$ cat src/rtl/cdc_dbg_pkg.sv
// Shared opcodes, response codes and FSM states for the USB CDC debug bridge.
package cdc_dbg_pkg;

  localparam logic [7:0] OP_WRITE = 8'h01;
  localparam logic [7:0] OP_READ  = 8'h02;
  localparam logic [7:0] OP_PING  = 8'h03;

  localparam logic [7:0] RSP_WRITE   = 8'h81;
  localparam logic [7:0] RSP_READ    = 8'h82;
  localparam logic [7:0] RSP_PING    = 8'h83;
  localparam logic [7:0] RSP_TIMEOUT = 8'hE1;
  localparam logic [7:0] RSP_UNKNOWN = 8'hEE;

  typedef enum logic [2:0] {
    ST_IDLE,
    ST_RX_ADDR,
    ST_RX_DATA,
    ST_BUS,
    ST_TX
  } state_e;

endpackage

$ cat src/rtl/cdc_dbg_tx.sv
// Response serializer: loads 1..5 bytes and shifts them out LSB byte first
// under a valid/ready handshake; done pulses while the last byte is taken.
module cdc_dbg_tx (
  input  logic        clk_i,
  input  logic        rst_i,
  input  logic        load_i,
  input  logic [2:0]  count_i,
  input  logic [39:0] payload_i,
  output logic [7:0]  data_o,
  output logic        valid_o,
  input  logic        ready_i,
  output logic        done_o
);

  logic [31:0] shift_q;
  logic [2:0]  remain_q;
  logic [7:0]  data_q;
  logic        valid_q;
  logic        fire;

  assign fire = valid_q && ready_i;

  always_ff @(posedge clk_i) begin
    if (rst_i) begin
      valid_q  <= 1'b0;
      data_q   <= 8'h00;
      remain_q <= 3'd0;
    end else if (load_i) begin
      valid_q  <= 1'b1;
      data_q   <= payload_i[7:0];
      remain_q <= count_i;
    end else if (fire) begin
      if (remain_q == 3'd1) begin
        valid_q <= 1'b0;
      end else begin
        data_q <= shift_q[7:0];
      end
      remain_q <= remain_q - 3'd1;
    end
  end

  // Pending bytes only matter while valid is high, so no reset needed.
  always_ff @(posedge clk_i) begin
    if (load_i) begin
      shift_q <= payload_i[39:8];
    end else if (fire) begin
      shift_q <= {8'h00, shift_q[31:8]};
    end
  end

  assign data_o  = data_q;
  assign valid_o = valid_q;
  assign done_o  = fire && (remain_q == 3'd1);

endmodule

$ cat src/rtl/cdc_dbg_bridge.sv
// USB CDC byte-stream to 32-bit bus debug bridge: parses WRITE/READ/PING
// commands, runs one bus transaction with timeout, and serializes a response.
module cdc_dbg_bridge
  import cdc_dbg_pkg::*;
#(
  parameter int unsigned TIMEOUT = 255
) (
  input  logic        clk_i,
  input  logic        rst_i,
  input  logic [7:0]  out_data_i,
  input  logic        out_valid_i,
  output logic        out_ready_o,
  output logic [7:0]  in_data_o,
  output logic        in_valid_o,
  input  logic        in_ready_i,
  output logic        bus_req_o,
  output logic        bus_we_o,
  output logic [31:0] bus_addr_o,
  output logic [31:0] bus_wdata_o,
  input  logic [31:0] bus_rdata_i,
  input  logic        bus_ack_i
);

  localparam logic [15:0] TMO_LAST = 16'(TIMEOUT - 1);

  state_e      state_q, state_d;
  logic [1:0]  byte_cnt_q;
  logic [15:0] wait_cnt_q;
  logic        out_ready_q;
  logic        bus_req_q;
  logic        bus_we_q;
  logic [31:0] addr_q;
  logic [31:0] wdata_q;

  logic        out_fire;
  logic        byte_wrap;
  logic        ack_hit;
  logic        tmo_hit;
  logic        tx_load;
  logic [2:0]  tx_count;
  logic [39:0] tx_payload;
  logic        tx_done;

  assign out_fire  = out_valid_i && out_ready_q;
  assign byte_wrap = out_fire && (byte_cnt_q == 2'd3);
  assign ack_hit   = (state_q == ST_BUS) && bus_ack_i;
  // An ack in the final wait cycle takes priority over the timeout.
  assign tmo_hit   = (state_q == ST_BUS) && !bus_ack_i && (wait_cnt_q == TMO_LAST);

  always_comb begin
    state_d    = state_q;
    tx_load    = 1'b0;
    tx_count   = 3'd1;
    tx_payload = 40'h0;
    case (state_q)
      ST_IDLE: begin
        if (out_fire) begin
          if (out_data_i == OP_WRITE || out_data_i == OP_READ) begin
            state_d = ST_RX_ADDR;
          end else begin
            state_d    = ST_TX;
            tx_load    = 1'b1;
            tx_payload = {32'h0, (out_data_i == OP_PING) ? RSP_PING : RSP_UNKNOWN};
          end
        end
      end
      ST_RX_ADDR: begin
        if (byte_wrap) state_d = bus_we_q ? ST_RX_DATA : ST_BUS;
      end
      ST_RX_DATA: begin
        if (byte_wrap) state_d = ST_BUS;
      end
      ST_BUS: begin
        if (ack_hit) begin
          state_d = ST_TX;
          tx_load = 1'b1;
          if (bus_we_q) begin
            tx_payload = {32'h0, RSP_WRITE};
          end else begin
            tx_count   = 3'd5;
            tx_payload = {bus_rdata_i, RSP_READ};
          end
        end else if (tmo_hit) begin
          state_d    = ST_TX;
          tx_load    = 1'b1;
          tx_payload = {32'h0, RSP_TIMEOUT};
        end
      end
      ST_TX: begin
        if (tx_done) state_d = ST_IDLE;
      end
      default: state_d = ST_IDLE;
    endcase
  end

  // Control registers; out_ready and bus_req are registered from the next state.
  always_ff @(posedge clk_i) begin
    if (rst_i) begin
      state_q     <= ST_IDLE;
      out_ready_q <= 1'b0;
      bus_req_q   <= 1'b0;
      byte_cnt_q  <= 2'd0;
      wait_cnt_q  <= 16'd0;
    end else begin
      state_q     <= state_d;
      out_ready_q <= (state_d inside {ST_IDLE, ST_RX_ADDR, ST_RX_DATA});
      bus_req_q   <= (state_d == ST_BUS);
      if ((state_q == ST_RX_ADDR || state_q == ST_RX_DATA) && out_fire) begin
        byte_cnt_q <= byte_cnt_q + 2'd1;
      end else if (state_q == ST_IDLE) begin
        byte_cnt_q <= 2'd0;
      end
      wait_cnt_q <= (state_q == ST_BUS && state_d == ST_BUS) ? wait_cnt_q + 16'd1 : 16'd0;
    end
  end

  // Command fields, assembled little-endian by shifting bytes in from the top.
  always_ff @(posedge clk_i) begin
    if (rst_i) begin
      bus_we_q <= 1'b0;
      addr_q   <= 32'h0;
      wdata_q  <= 32'h0;
    end else begin
      if (state_q == ST_IDLE && out_fire &&
          (out_data_i == OP_WRITE || out_data_i == OP_READ)) begin
        bus_we_q <= (out_data_i == OP_WRITE);
      end
      if (state_q == ST_RX_ADDR && out_fire) addr_q <= {out_data_i, addr_q[31:8]};
      if (state_q == ST_RX_DATA && out_fire) wdata_q <= {out_data_i, wdata_q[31:8]};
    end
  end

  cdc_dbg_tx u_tx (
    .clk_i     (clk_i),
    .rst_i     (rst_i),
    .load_i    (tx_load),
    .count_i   (tx_count),
    .payload_i (tx_payload),
    .data_o    (in_data_o),
    .valid_o   (in_valid_o),
    .ready_i   (in_ready_i),
    .done_o    (tx_done)
  );

  assign out_ready_o = out_ready_q;
  assign bus_req_o   = bus_req_q;
  assign bus_we_o    = bus_we_q;
  assign bus_addr_o  = addr_q;
  assign bus_wdata_o = wdata_q;

endmodule
$ cat config.mk
export PLATFORM = sky130hd
export DESIGN_NAME = cdc_dbg_bridge
export DESIGN_NICKNAME = d
export VERILOG_FILES = /design/src/rtl/cdc_dbg_pkg.sv /design/src/rtl/cdc_dbg_tx.sv /design/src/rtl/cdc_dbg_bridge.sv
export SDC_FILE = /design/constraint.sdc
export NUM_CORES = 1
export LEC_CHECK = 0
export BUFFER_PORTS_ARGS = -buffer_cell sky130_fd_sc_hd__buf_4
export CORE_MARGIN = 4
export CORE_UTILIZATION = 48
export DETAILED_ROUTE_END_ITERATION = 12
export PLACE_DENSITY = 0.77
export SKIP_CTS_REPAIR_TIMING = 1
export SYNTH_ARGS = -nofsm -noshare
export SYNTH_HDL_FRONTEND = slang
export SYNTH_SLANG_ARGS = --single-unit
$ cat constraint.sdc
create_clock -name clk_i -period 2.8 [get_ports clk_i]
set_clock_uncertainty 0.05 [all_clocks]
set_input_delay 0.28 -clock clk_i [delete_from_list [all_inputs] [get_ports clk_i]]
set_output_delay 0.28 -clock clk_i [all_outputs]
set_load 0.03 [all_outputs]
After elaboration in Yosys (flattened, before gate mapping)
Index checks and enable logic that the tools add are counted.
{"block": "word_totals", "regBits": 132, "latchBits": 0, "ramBits": 0, "rom_bits": 0, "in_bits": 45, "elab_cells": 91, "n_memories": 0}
{"block": "op_classes", "addsub": 3, "multipliers": 0, "div_mod_pow": 0, "n_lt_le_gt_ge": 0, "n_eq_ne": 14, "shifts": 0, "muxes": 36, "bitwise_logic": 1, "n_reduce_logical": 25}
{"operator": "two-way mux 40 bit", "n": 2}
{"operator": "case mux 40 bit (2 select lines)", "n": 1}
{"operator": "two-way mux 32 bit", "n": 2}
{"operator": "two-way mux 8 bit", "n": 6}
{"operator": "two-way mux 3 bit", "n": 12}
{"operator": "adder 16 x 1 -> 16 bit (second input constant)", "n": 1}
{"operator": "== test 16 x 8 -> 1 bit (second input constant)", "n": 1}
{"operator": "== test 8 x 2 -> 1 bit (second input constant)", "n": 2}
{"operator": "case mux 3 bit (5 select lines)", "n": 1}
{"operator": "logical AND 1 bit", "n": 13}
{"operator": "== test 3 x 2 -> 1 bit (second input constant)", "n": 4}
{"operator": "== test 3 x 1 -> 1 bit (second input constant)", "n": 3}
{"operator": "== test 8 x 1 -> 1 bit (second input constant)", "n": 1}
{"operator": "two-way mux 1 bit", "n": 8}
{"operator": "two-way mux 7 bit", "n": 1}
{"operator": "zero test 3 bit", "n": 2}
{"operator": "nonzero test 2 bit", "n": 3}
{"operator": "two-way mux 2 bit", "n": 2}
{"operator": "AND reduction 2 bit", "n": 2}
{"operator": "== test 3 bit (second input constant)", "n": 1}
{"operator": "nonzero test 3 bit", "n": 1}
{"operator": "subtractor 3 x 1 -> 3 bit (second input constant)", "n": 1}
{"operator": "adder 2 x 1 -> 2 bit (second input constant)", "n": 1}
{"operator": "== test 2 bit (second input constant)", "n": 1}
{"operator": "other kinds (6)", "n": 7}

Depth between registers and ports, before layout
Gate-level depths: netlist of run 1.
{"block": "logic_depth", "ltp_word": 10, "mapped_depth": 8, "ltp_nobuf": 7}

Hierarchy
A second synthesis of run 1 with hierarchy kept.
{"block": "unflattened", "hier_cells": 603, "area_unflattened_um2": 5644.2}
{"mod": "cdc_dbg_bridge", "n_inst": 1, "cells_per_inst": 462, "area_per_inst_um2": 3641.0}
{"mod": "cdc_dbg_tx", "n_inst": 1, "cells_per_inst": 141, "area_per_inst_um2": 2003.2}

Worst setup path before layout of run 1
Ideal clock, no wire load.
{"block": "synth_path", "path_kind": "flip-flop to flip-flop", "start": "reg wait_cnt_q[0]", "end": "reg u_tx.shift_q[0], enable pin", "setup_time_ps": 389, "arrival_time_ps": 2412, "slack_ps": -51, "stages_incl_launch_ff": 8, "path_cell_list": "dfxtp_1 > inv_1 > ha_1 > or4b_4 > o41ai_4 > a22oi_2 > buf_6 > nand2_1"}
{"block": "synth_between", "elab_chain_cells": 6}
{"element": "start: declaration", "line": "cdc_dbg_bridge.sv:28", "rtl": "logic [15:0] wait_cnt_q;"}
{"element": "start signal: assignment", "line": "cdc_dbg_bridge.sv:113", "rtl": "wait_cnt_q <= (state_q == ST_BUS && state_d == ST_BUS) ? wait_cnt_q + 16'd1 : 16'd0;"}
{"element": "== test 16 x 8 -> 1 bit", "line": "cdc_dbg_bridge.sv:48", "rtl": "assign tmo_hit = (state_q == ST_BUS) && !bus_ack_i && (wait_cnt_q == TMO_LAST);"}
{"element": "logical AND 1 bit", "line": "cdc_dbg_bridge.sv:48"}
{"element": "two-way mux 1 bit", "line": "cdc_dbg_bridge.sv:83", "rtl": "end else if (tmo_hit) begin"}
{"element": "two-way mux 1 bit", "line": "cdc_dbg_bridge.sv:74", "rtl": "if (ack_hit) begin"}
{"element": "case mux 1 bit (2 select lines)", "line": "cdc_dbg_bridge.sv:55", "rtl": "case (state_q)"}
{"element": "nonzero test 2 bit (no line)"}
{"element": "end signal: assignment", "line": "cdc_dbg_tx.sv:45", "rtl": "shift_q <= payload_i[39:8];"}
{"element": "end signal: assignment", "line": "cdc_dbg_tx.sv:47", "rtl": "shift_q <= {8'h00, shift_q[31:8]};"}
{"element": "end: declaration", "line": "cdc_dbg_tx.sv:15", "rtl": "logic [31:0] shift_q;"}
No other way between the ends.
A chain may end at the register's enable or synchronous reset.

Final worst setup path of run 1
{"block": "layout_path", "start": "reg wait_cnt_q[0]", "end": "reg u_tx.shift_q[4], data pin"}
{"block": "layout_between", "elab_chain_cells": 6}
{"element": "== test 16 x 8 -> 1 bit", "line": "cdc_dbg_bridge.sv:48"}
{"element": "logical AND 1 bit", "line": "cdc_dbg_bridge.sv:48"}
{"element": "two-way mux 1 bit", "line": "cdc_dbg_bridge.sv:83"}
{"element": "two-way mux 1 bit", "line": "cdc_dbg_bridge.sv:74"}
{"element": "case mux 1 bit (2 select lines)", "line": "cdc_dbg_bridge.sv:55"}
{"element": "two-way mux 32 bit", "line": "cdc_dbg_tx.sv:44", "rtl": "if (load_i) begin"}
No other way between the ends.

==> reports/results.tsv, run 1 <==
metric	value	unit
ir_drop	0.000438	V
synth_top_cell_by_area	dfxtp_1	
worstReg2RegStart	wait_cnt_q[0]	
synth_edf_count	32	
wl	12400	microns
drc	0	
hpwl	8210	microns
die_area	0.0126	sq mm
synth_fa_ha_area_share	1.20	%
cts_root_buf	clkbuf_8	
die_h	112	microns
pre_cts_slack	0.347	ns
drt-initial-drc-count	268	
synth.mux.area_fraction	0.192	%
rsz0062_at_grt	false	
synth_top_family_by_area	simple AND/OR/NAND/NOR gates	
grt_start_max_net_pins	60	
path_clk_slew	0.06	ns
io_pins	121	
fin_crit	2.47	ns
synthCells	560	
critPathMaxFanout	21	
via_per_inst	5.16	
power_density	644	mW/mm^2
tightest_slew	1.10	ns
synth_xor_area_share	2.69	%
grt_usage	19.4	%
numCtsBuffers	17	
cts_tree	done	
cts_buffer_depth	2	
postSynthNetCount	610	
relSlewSlack	26.8	%
cts_htree_levels	4	
rr_endpoint	u_tx.shift_q[4]	
whs	-0.00620	ns
ant_nets	0	
critical_path_class	flip-flop to flip-flop	
core-area	0.0105	sq mm
ys_seq_area_share	56.9	%
synth.distinct_cells	47	
r2r_setup_slack	0.33	ns
setup_slack	0.330	ns
rows	37	
yosys.area_share.simple	20.0	%
drive_above_1_share	23.3	%
cts_sinks	132	
wl_per_cell	14.7	microns
crit_path_start_kind	flip-flop	
critPathRequiredTime	3.02	ns
n_antenna_cell	0	
vias	4385	
synth_compound_area_share	15.6	%
fin_util	67.9	%
overflow	0	
violations	hold timing	
p_leak	2.77	nW
max_cap_viol_count	0	
fmax	405	MHz
rr_worst_depth	7	
yosys_warnings	0	
port_buffers	120	
dr.pass1.iters	4	
crit_end	u_tx.shift_q[4]	
initial_core_util	49.8	%
hold_violations	1	
area_delta_synth_final	36.3	%
fin_nets	751	
critPathLaunch	wait_cnt_q[0]	
finalSetupViolations	0	
outcome	complete, but fails checks	
timing.final.crit_share	88.2	%
antenna_found_initial	0	
ys_ff_latch	132	
grt_pass1_wl	20000	microns
endpoint_kind	flip-flop	
routabilityCongestion	0.803	
netlist_area	0.00521	sq mm
yosys-top-cells-area	dfxtp_1, edfxtp_1, nand2_1	
power	4.57	mW
clk_latency	0.52	ns
holdCritPathClass	input port to flip-flop	
ys.flop_type	dfxtp_1	
syn_area_per_cell	9.30	sq um
arrival	2.69	ns
fill_cells	810	
die_w	112	microns
drv_slew	0	
setup_tns	0	ns
synth-async-reset-ratio	0	%
grt_pass1_vias	4223	
synth.top_cell.area_share	38.4	%
power by group:
group	total (mW)	switching (mW)	internal [mW]	leakage, nW
logic	0.301	0.152	0.150	1.36
registers	2.05	0.0272	2.02	1.11
clock network	2.22	0.771	1.45	0.294
synth_stat cells (2+ instances only):
master and count:
a211oi_1 2, a21o_1 2, a21oi_1 75, a221oi_1 5, a22o_1 24, and2_1 11, and3_1 3, and4_1 2
buf_2 4, buf_6 2, clkbuf_1 29, dfxtp_1 100, edfxtp_1 32, ha_1 5, inv_1 7, nand2_1 147
nand2b_1 2, nand3_1 7, nand4_1 8, nor2_1 35, nor2b_1 5, nor3_1 6, nor3b_1 3, nor4_1 2
o21ai_0 5, or3_1 2, xnor2_1 7, xor2_1 9
logic make-up after synthesis:
logic type                 Yosys count
buffers and inverters               42
xor gates and xnor gates            16
DFF                                132
adders and majority gates            5
AOI/OAI and AO/OA                  126
and+or+nand+nor                    238
muxes                                1
how the worst min path moves through the flow:
stage | from | end | depth (start not counted)
final | out_data_i[3] | bus_wdata_o[27] | 3
after floorplan | out_data_i[0] | bus_addr_o[24] | 2
after detailed placement | bus_addr_o[2] | bus_addr_o[2] | 2
after global routing | bus_rdata_i[0] | u_tx.shift_q[0] | 2
after CTS | out_data_i[6] | bus_wdata_o[30] | 3
after global placement | bus_wdata_o[3] | bus_wdata_o[3] | 2
registers in the layout, indices dropped and copies added (netlist names):
register	count
bus_addr_o	32
bus_req_o	1
bus_wdata_o	32
bus_we_o	1
byte_cnt_q	2
out_ready_o	1
state_q	3
u_tx.data_o	8
u_tx.remain_q	3
u_tx.shift_q	32
u_tx.valid_o	1
wait_cnt_q	16
through the flow:
| step | cell area (sq um) | instances | hold slack [ns] |
|---|---|---|---|
| floorplan | 5210 | 560 | 0.366 |
| global placement | 6230 | 791 | 0.392 |
| detailed placement | 6230 | 791 | 0.400 |
| CTS | 6830 | 822 | -0.0510 |
| global route | 7100 | 849 | 0.000176 |
| finish | 7100 | 849 | -0.00620 |
layout make-up:
type | instances | area, sq um | share of cell area (%)
Sequential cell | 132 | 2960 | 41.7
Multi-Input combinational cell | 386 | 2080 | 29.3
Timing Repair Buffer | 157 | 1260 | 17.7
Clock buffer | 23 | 480 | 6.77
Tap cell | 136 | 170 | 2.40
Clock inverter | 8 | 124 | 1.74
Inverter | 7 | 26.3 | 0.370
worst max-delay path, stage by stage (launching register included):
cell and delay, ns:
dfxtp_1 0.34, inv_1 0.07, ha_1 0.13, or4b_4 0.48, o41ai_4 0.42, a22oi_2 0.22, buf_4 0.25, a22o_1 0.25
layout by cell type (no fill, tap or decap), types with 2 or more instances in the layout:
cell type and count:
nand2_1 146, buf_4 129, dfxtp_1 100, a21oi_1 75, nor2_1 34, edfxtp_1 32
dlygate4sd3_1 27, a22o_1 24, clkbuf_16 16, and2_1 11, xor2_1 9, nand4_1 8
inv_1 7, xnor2_1 7, nand3_1 7, nor3_1 5, nor2b_1 5, o21ai_0 5
a221oi_1 5, ha_1 5, clkbuf_8 5, nor3b_1 3, and3_1 3, bufinv_16 3
or3_1 2, nor4_1 2, nand2b_1 2, a21o_1 2, and4_1 2, a211oi_1 2
clkinv_2 2, clkinvlp_4 2
routing by layer:
metal	wire length, microns	share of wire, %	vias to the layer above	track usage, %
met5	0	0	-	0
li1	-	-	2205	-
met1	5310	43	2042	24.2
met4	226	1.8	0	8.41
met3	591	4.7	19	5.50
met2	6320	51	119	31.7
Power figures use the tool's default switching activity.
==> inputs of run 2 (changes only) <==
CORE_MARGIN = default   (was 4)
==> run 2 against run 1 <==
  * The flow now finishes without violations
  * Sequential power about the same
  * Routed wire length down 4.0%
  * Fmax is 7.3% lower
  * Die area decreased by 10%
  * Final cell count decreased by 0.94%
  * Total power decreased by 2.5%
  * First-iteration DRC count shrank 1.5%
  * Count of clock-buffer cells in the layout is 5 lower
  * Sequential share of layout area rose by 0.66 points
  * Highest routed layer unchanged
==> reports/results.tsv, run 2 (synthesis gave the netlist of run 1 again) <==
metric	value	unit	change
outcome	finished, final reports clean		
dr.pass1.iters	5		+1
antenna_found_initial	0		unchanged
tightest_slew	1.12	ns	+0.0239 ns
max_cap_viol_count	0		unchanged
clk_latency	0.51	ns	about the same
rr_worst_depth	7		unchanged
n_antenna_cell	0		unchanged
cts_htree_levels	4		unchanged
holdCritPathClass	input port to flip-flop		
vias	4419		+0.78%
numCtsBuffers	17		unchanged
critPathLaunch	wait_cnt_q[0]		
wl	12000	microns	-4.0%
critPathMaxFanout	24		+14%
arrival	2.87	ns	+0.18 ns
fill_cells	799		-1.4%
crit_end	u_tx.shift_q[14]		
fin_nets	743		-1.1%
use_met1	26.6	%	+2.4 points
busiest_layer	met2		
wl_per_cell	14.2	microns	-3.1%
setup_slack	0.135	ns	-0.194 ns
multiInputGateArea	0.00208	sq mm	unchanged
regArea	0.00296	sq mm	unchanged
fmax	375	MHz	-7.3%
grt_start_max_net_pins	67		+12%
rows	37		unchanged
rr_endpoint	u_tx.shift_q[14]		
power_density	638	mW/mm^2	-0.93%
rsz0062_at_grt	false		
setup_tns	0	ns	unchanged
ant_nets	0		unchanged
cts_sinks	132		unchanged
critical_path_class	flip-flop to flip-flop		
die_area	0.0113	sq mm	-10%
io_pins	121		unchanged
drt-initial-drc-count	264		-1.5%
initial_core_util	50.0	%	+0.22 points
hpwl	7680	microns	-6.4%
finalSetupViolations	0		unchanged
path_clk_slew	0.06	ns	about the same
pre_cts_slack	0.125	ns	-0.222 ns
layout_common_cells	nand2_1, buf_4, dfxtp_1, a21oi_1, nor2_1		
area_delta_synth_final	34.2	%	
die_w	106	microns	-5.3%
cts_tree	done		
relSlewSlack	25.2	%	-1.6 points
via_per_inst	5.25		+1.7%
worstReg2RegStart	wait_cnt_q[0]		
met2_usage	34.4	%	+2.7 points
final_cells	841		-0.94%
use_met3	5.64	%	+0.14 points
crit_path_start_kind	flip-flop		
grt_pass1_vias	4092		-3.1%
ir_drop	0.000349	V	-20%
routabilityCongestion	0.779		-3.1%
drc	0		unchanged
hold_violations	0		-1
grt_usage	21.3	%	+1.8 points
timing.final.crit_share	95.2	%	+6.9 points
port_buffers	120		unchanged
drive_above_1_share	23.4	%	+0.12 points
core-area	0.0104	sq mm	-0.44%
p_leak	2.72	nW	-1.7%
cts_buffer_depth	2		unchanged
overflow	0		unchanged
endpoint_kind	flip-flop		
drv_slew	0		unchanged
grt_pass1_wl	18900	microns	-5.1%
die_h	106	microns	-5.3%
critPathRequiredTime	3.01	ns	about the same
final_common_cell	nand2_1		
fin_crit	2.66	ns	+0.194 ns
dp.cells	789		-0.25%
min_path_cells	3		unchanged
cts_root_buf	clkbuf_8		
r2r_setup_slack	0.14	ns	-0.19 ns
run 2: worst min path at each step:
| stage | startpoint | to |
|---|---|---|
| 2_1_floorplan | out_data_i[0] | bus_addr_o[24] |
| 3_3_place_gp | bus_wdata_o[3] | bus_wdata_o[3] |
| 3_5_place_dp | bus_wdata_o[5] | bus_wdata_o[5] |
| 4_1_cts | out_data_i[6] | bus_wdata_o[30] |
| 5_1_grt | bus_rdata_i[29] | u_tx.shift_q[29] |
| 6_report | out_data_i[2] | bus_addr_o[26] |
run 2: metrics by stage:
step / hold slack (ns) / util (%) / total power, mW / instance area (sq um)
2_1_floorplan: 0.366 / - / 2.24 / 5210
5_1_grt: -0.00596 / 67.1 / 4.60 / 6990
3_3_place_gp: 0.392 / 59.6 / 2.34 / 6210
4_1_cts: -0.0238 / 65.1 / 4.47 / 6780
3_5_place_dp: 0.398 / 59.6 / 2.35 / 6210
6_report: 0.00322 / 67.1 / 4.46 / 6990
run 2: where the power goes:
group	leakage (nW)	switching, mW	internal, mW
clock	0.280	0.843	1.28
combinational	1.33	0.148	0.143
sequential	1.11	0.0275	2.02
run 2: routing by layer:
layer	wire (microns)	up-vias	part of all wire (%)
met4	255	0	2.1
li1	-	2198	-
met1	5120	2039	43
met5	0	-	0
met2	5870	159	49
met3	700	23	5.9
run 2: cell type report:
type                    instances  share of cell area, %
flip-flops and latches        132                   42.4
multi-input cells             386                   29.7
repair buffers                149                   16.9
clock buffers                  18                   6.00
well taps                     136                   2.43
clock inverters                13                   2.15
inverters                       7                  0.376
run 2: worst max-delay path, stage by stage (launching register included):
cell     delay, ns
dfxtp_1       0.34
inv_1         0.07
ha_1          0.13
or4b_4        0.48
o41ai_4       0.43
a22oi_2       0.33
buf_4         0.32
a22o_1        0.25
==> inputs of run 3 (changes only) <==
ABC_AREA = 1   (was default)
CORE_UTILIZATION = 49   (was 48)
PLACE_DENSITY = 0.78   (was 0.77)
==> run 3 against run 2 <==
  * Hold slack better by 0.083 ns
  * Count of clock-buffer cells in the layout is 5 higher
  * Synthesized cell count is 24% higher
  * Synthesized area is 6.6% higher
  * Register-to-register slack better by 0.42 ns
  * Worst setup slack better by 0.42 ns
  * Sequential share of layout area is 1.0 points lower
  * Non-clock buffer count is 21 lower
  * Sequential power hardly changed
  * Final cell count is 15% higher
  * Core utilization is 1.6 points lower
  * Critical endpoint is now u_tx.shift_q[29]
  * Largest cell class unchanged
  * Largest power group unchanged
==> reports/results.tsv, run 3 <==
metric	value	unit	change
outcome	finished, final reports clean		
slowest_delay	0.35	ns	-0.13 ns
synth_top_cell_by_area	dfxtp_1		
syn_area_per_cell	7.96	sq um	-14%
synth.mux.area_fraction	0	%	-0.19 points
rr_endpoint	u_tx.shift_q[29]		
power_density	646	mW/mm^2	+1.3%
port_buffers	120		unchanged
antenna_found_initial	0		unchanged
finalSetupViolations	0		unchanged
whs	0.0858	ns	+0.0825 ns
fin_util	65.5	%	-1.6 points
hold_violations	0		unchanged
ys_ff_latch	132		unchanged
via_per_inst	5.10		-3.0%
timing.final.crit_share	80.3	%	-15 points
cp_top_family	simple AND/OR/NAND/NOR gates		
synth_fa_ha_area_share	1.13	%	-0.074 points
area_delta_synth_final	29.0	%	
wl_per_cell	12.8	microns	-10%
endpoint_kind	flip-flop		
cts_htree_levels	4		unchanged
rsz0062_at_grt	false		
clk_latency	0.42	ns	-0.09 ns
path_depth	9		+2
drt-initial-drc-count	340		+29%
crit_path_start_kind	flip-flop		
final_common_cell	nand2_1		
cp_slowest_cell	buf_4		
critPathLaunch	wait_cnt_q[0]		
synth.distinct_cells	33		-30%
critPathRequiredTime	2.82	ns	-0.19 ns
arrival	2.26	ns	-0.61 ns
cts_root_buf	clkbuf_16		
max_cap_viol_count	0		unchanged
netlist_area	0.00555	sq mm	+6.6%
n_antenna_cell	0		unchanged
post-synth-top-count-cell	nand2_1		
power	4.63	mW	+3.8%
critical_path_class	flip-flop to flip-flop		
synth-async-reset-ratio	0	%	unchanged
path_cells	inv_1, ha_1, nand3_1, nor3_1, nand3_1, nand3_4, nor2_1, inv_1, buf_4		
rows	38		+2.7%
vias	4931		+12%
drc	0		unchanged
synth_xor_area_share	1.42	%	-1.3 points
initial_core_util	50.8	%	+0.75 points
crit_end	u_tx.shift_q[29]		
setup_slack	0.553	ns	+0.418 ns
grt_pass1_wl	20400	microns	+7.6%
die_area	0.0118	sq mm	+4.3%
synth_compound_area_share	8.50	%	-7.1 points
ys.flop_type	dfxtp_1		
cts_buffer_depth	2		unchanged
numCtsBuffers	17		unchanged
p_leak	3.05	nW	+12%
grt_pass1_vias	4589		+12%
overflow	0		unchanged
pre_cts_slack	0.561	ns	+0.435 ns
path_clk_slew	0.06	ns	about the same
cts_tree	done		
fin_crit	2.25	ns	-0.418 ns
synthCells	697		+24%
synth_common_cells	nand2_1, nor2_1, dfxtp_1		
yosys-top-cells-area	dfxtp_1, edfxtp_1, nand2_1		
yosys.area_share.simple	29.2	%	+9.2 points
synth_edf_count	32		unchanged
ir_drop	0.000458	V	+31%
core-area	0.0109	sq mm	+5.0%
r2r_setup_slack	0.55	ns	+0.42 ns
holdCritPathClass	input port to flip-flop		
postSynthNetCount	747		+22%
tightest_slew	0.842	ns	-0.280 ns
cts_sinks	132		unchanged
io_pins	121		unchanged
fin_nets	864		+16%
ant_nets	0		unchanged
layout_common_cells	nand2_1, buf_4, nor2_1, dfxtp_1, a21oi_1		
synth_top_family_by_area	simple AND/OR/NAND/NOR gates		
synth.top_cell.area_share	36.1	%	-2.4 points
die_h	108	microns	+2.1%
die_w	108	microns	+2.1%
setup_tns	0	ns	unchanged
fmax	445	MHz	+19%
drv_slew	0		unchanged
yosys_warnings	0		unchanged
hpwl	8420	microns	+9.6%
grt_usage	22.2	%	+0.92 points
routabilityCongestion	0.862		+11%
path_buf_inv	3		+1
wl	12400	microns	+3.4%
drive_above_1_share	22.6	%	-0.79 points
rr_worst_depth	9		+2
worstReg2RegStart	wait_cnt_q[0]		
grt_start_max_net_pins	44		-34%
dr.pass1.iters	5		unchanged
ys_seq_area_share	53.4	%	-3.5 points
fill_cells	922		+15%
relSlewSlack	43.5	%	+18 points
critPathMaxFanout	32		+33%
[run 3: cell types whose count changed after synthesis, moves of 24 or more]
cell,previous run,this run
nor2_1,35,118
inv_1,7,47
nand3_1,7,44
o21ai_0,5,35
a21oi_1,75,50
a22o_1,24,0
[run 3: how the worst min path moves through the flow]
| stage | startpoint | end | depth (start not counted) |
|---|---|---|---|
| final | bus_rdata_i[10] | u_tx.shift_q[10] | 3 |
| after global routing | bus_rdata_i[2] | u_tx.shift_q[2] | 3 |
| after CTS | bus_rdata_i[10] | u_tx.shift_q[10] | 3 |
| after detailed placement | bus_addr_o[1] | bus_addr_o[1] | 2 |
| after global placement | byte_cnt_q[0] | byte_cnt_q[0] | 1 |
| after floorplan | byte_cnt_q[0] | byte_cnt_q[0] | 1 |
[run 3: tightest hold or removal path: cells and delay by family]
kind	cells	cell delay (ns)
buf+inv	1	0.07
simple gates	2	0.09
[run 3: area by class of cell]
cell class	count	area, sq um	area share, %
repair buffers	128	961	13.4
flip-flops and latches	132	2960	41.4
inverters	54	205	2.87
multi-input cells	481	2240	31.3
clock buffers	23	488	6.81
clock inverters	9	126	1.76
well taps	140	175	2.45
[run 3: per-layer routing]
| metal | track usage [%] | part of all wire, % | up-vias |
|---|---|---|---|
| li1 | - | - | 2499 |
| met1 | 27.3 | 44 | 2254 |
| met2 | 35.6 | 49 | 164 |
| met3 | 7.78 | 6.7 | 14 |
| met4 | 8.40 | 1.2 | 0 |
| met5 | 0 | 0 | - |
[run 3: cells by family (layout without fill, tap and decap cells)]
kind of cell | Yosys count | after routing
compound gates | 91 | 91
xor+xnor | 9 | 9
flops | 132 | 132
buf+inv | 84 | 214
simple gates | 376 | 376
fa+ha+maj | 5 | 5
[run 3: report_power, final]
| group | internal [mW] | switching (mW) |
|---|---|---|
| Combinational | 0.116 | 0.187 |
| Sequential | 2.02 | 0.0236 |
| Clock | 1.49 | 0.789 |
[run 3: metrics by stage]
| stage | std cells | cell area (sq um) |
|---|---|---|
| 6_report | 967 | 7160 |
| 5_1_grt | 967 | 7160 |
| 4_1_cts | 967 | 7160 |
| 3_5_place_dp | 935 | 6550 |
| 3_3_place_gp | 935 | 6550 |
| 2_1_floorplan | 697 | 5550 |
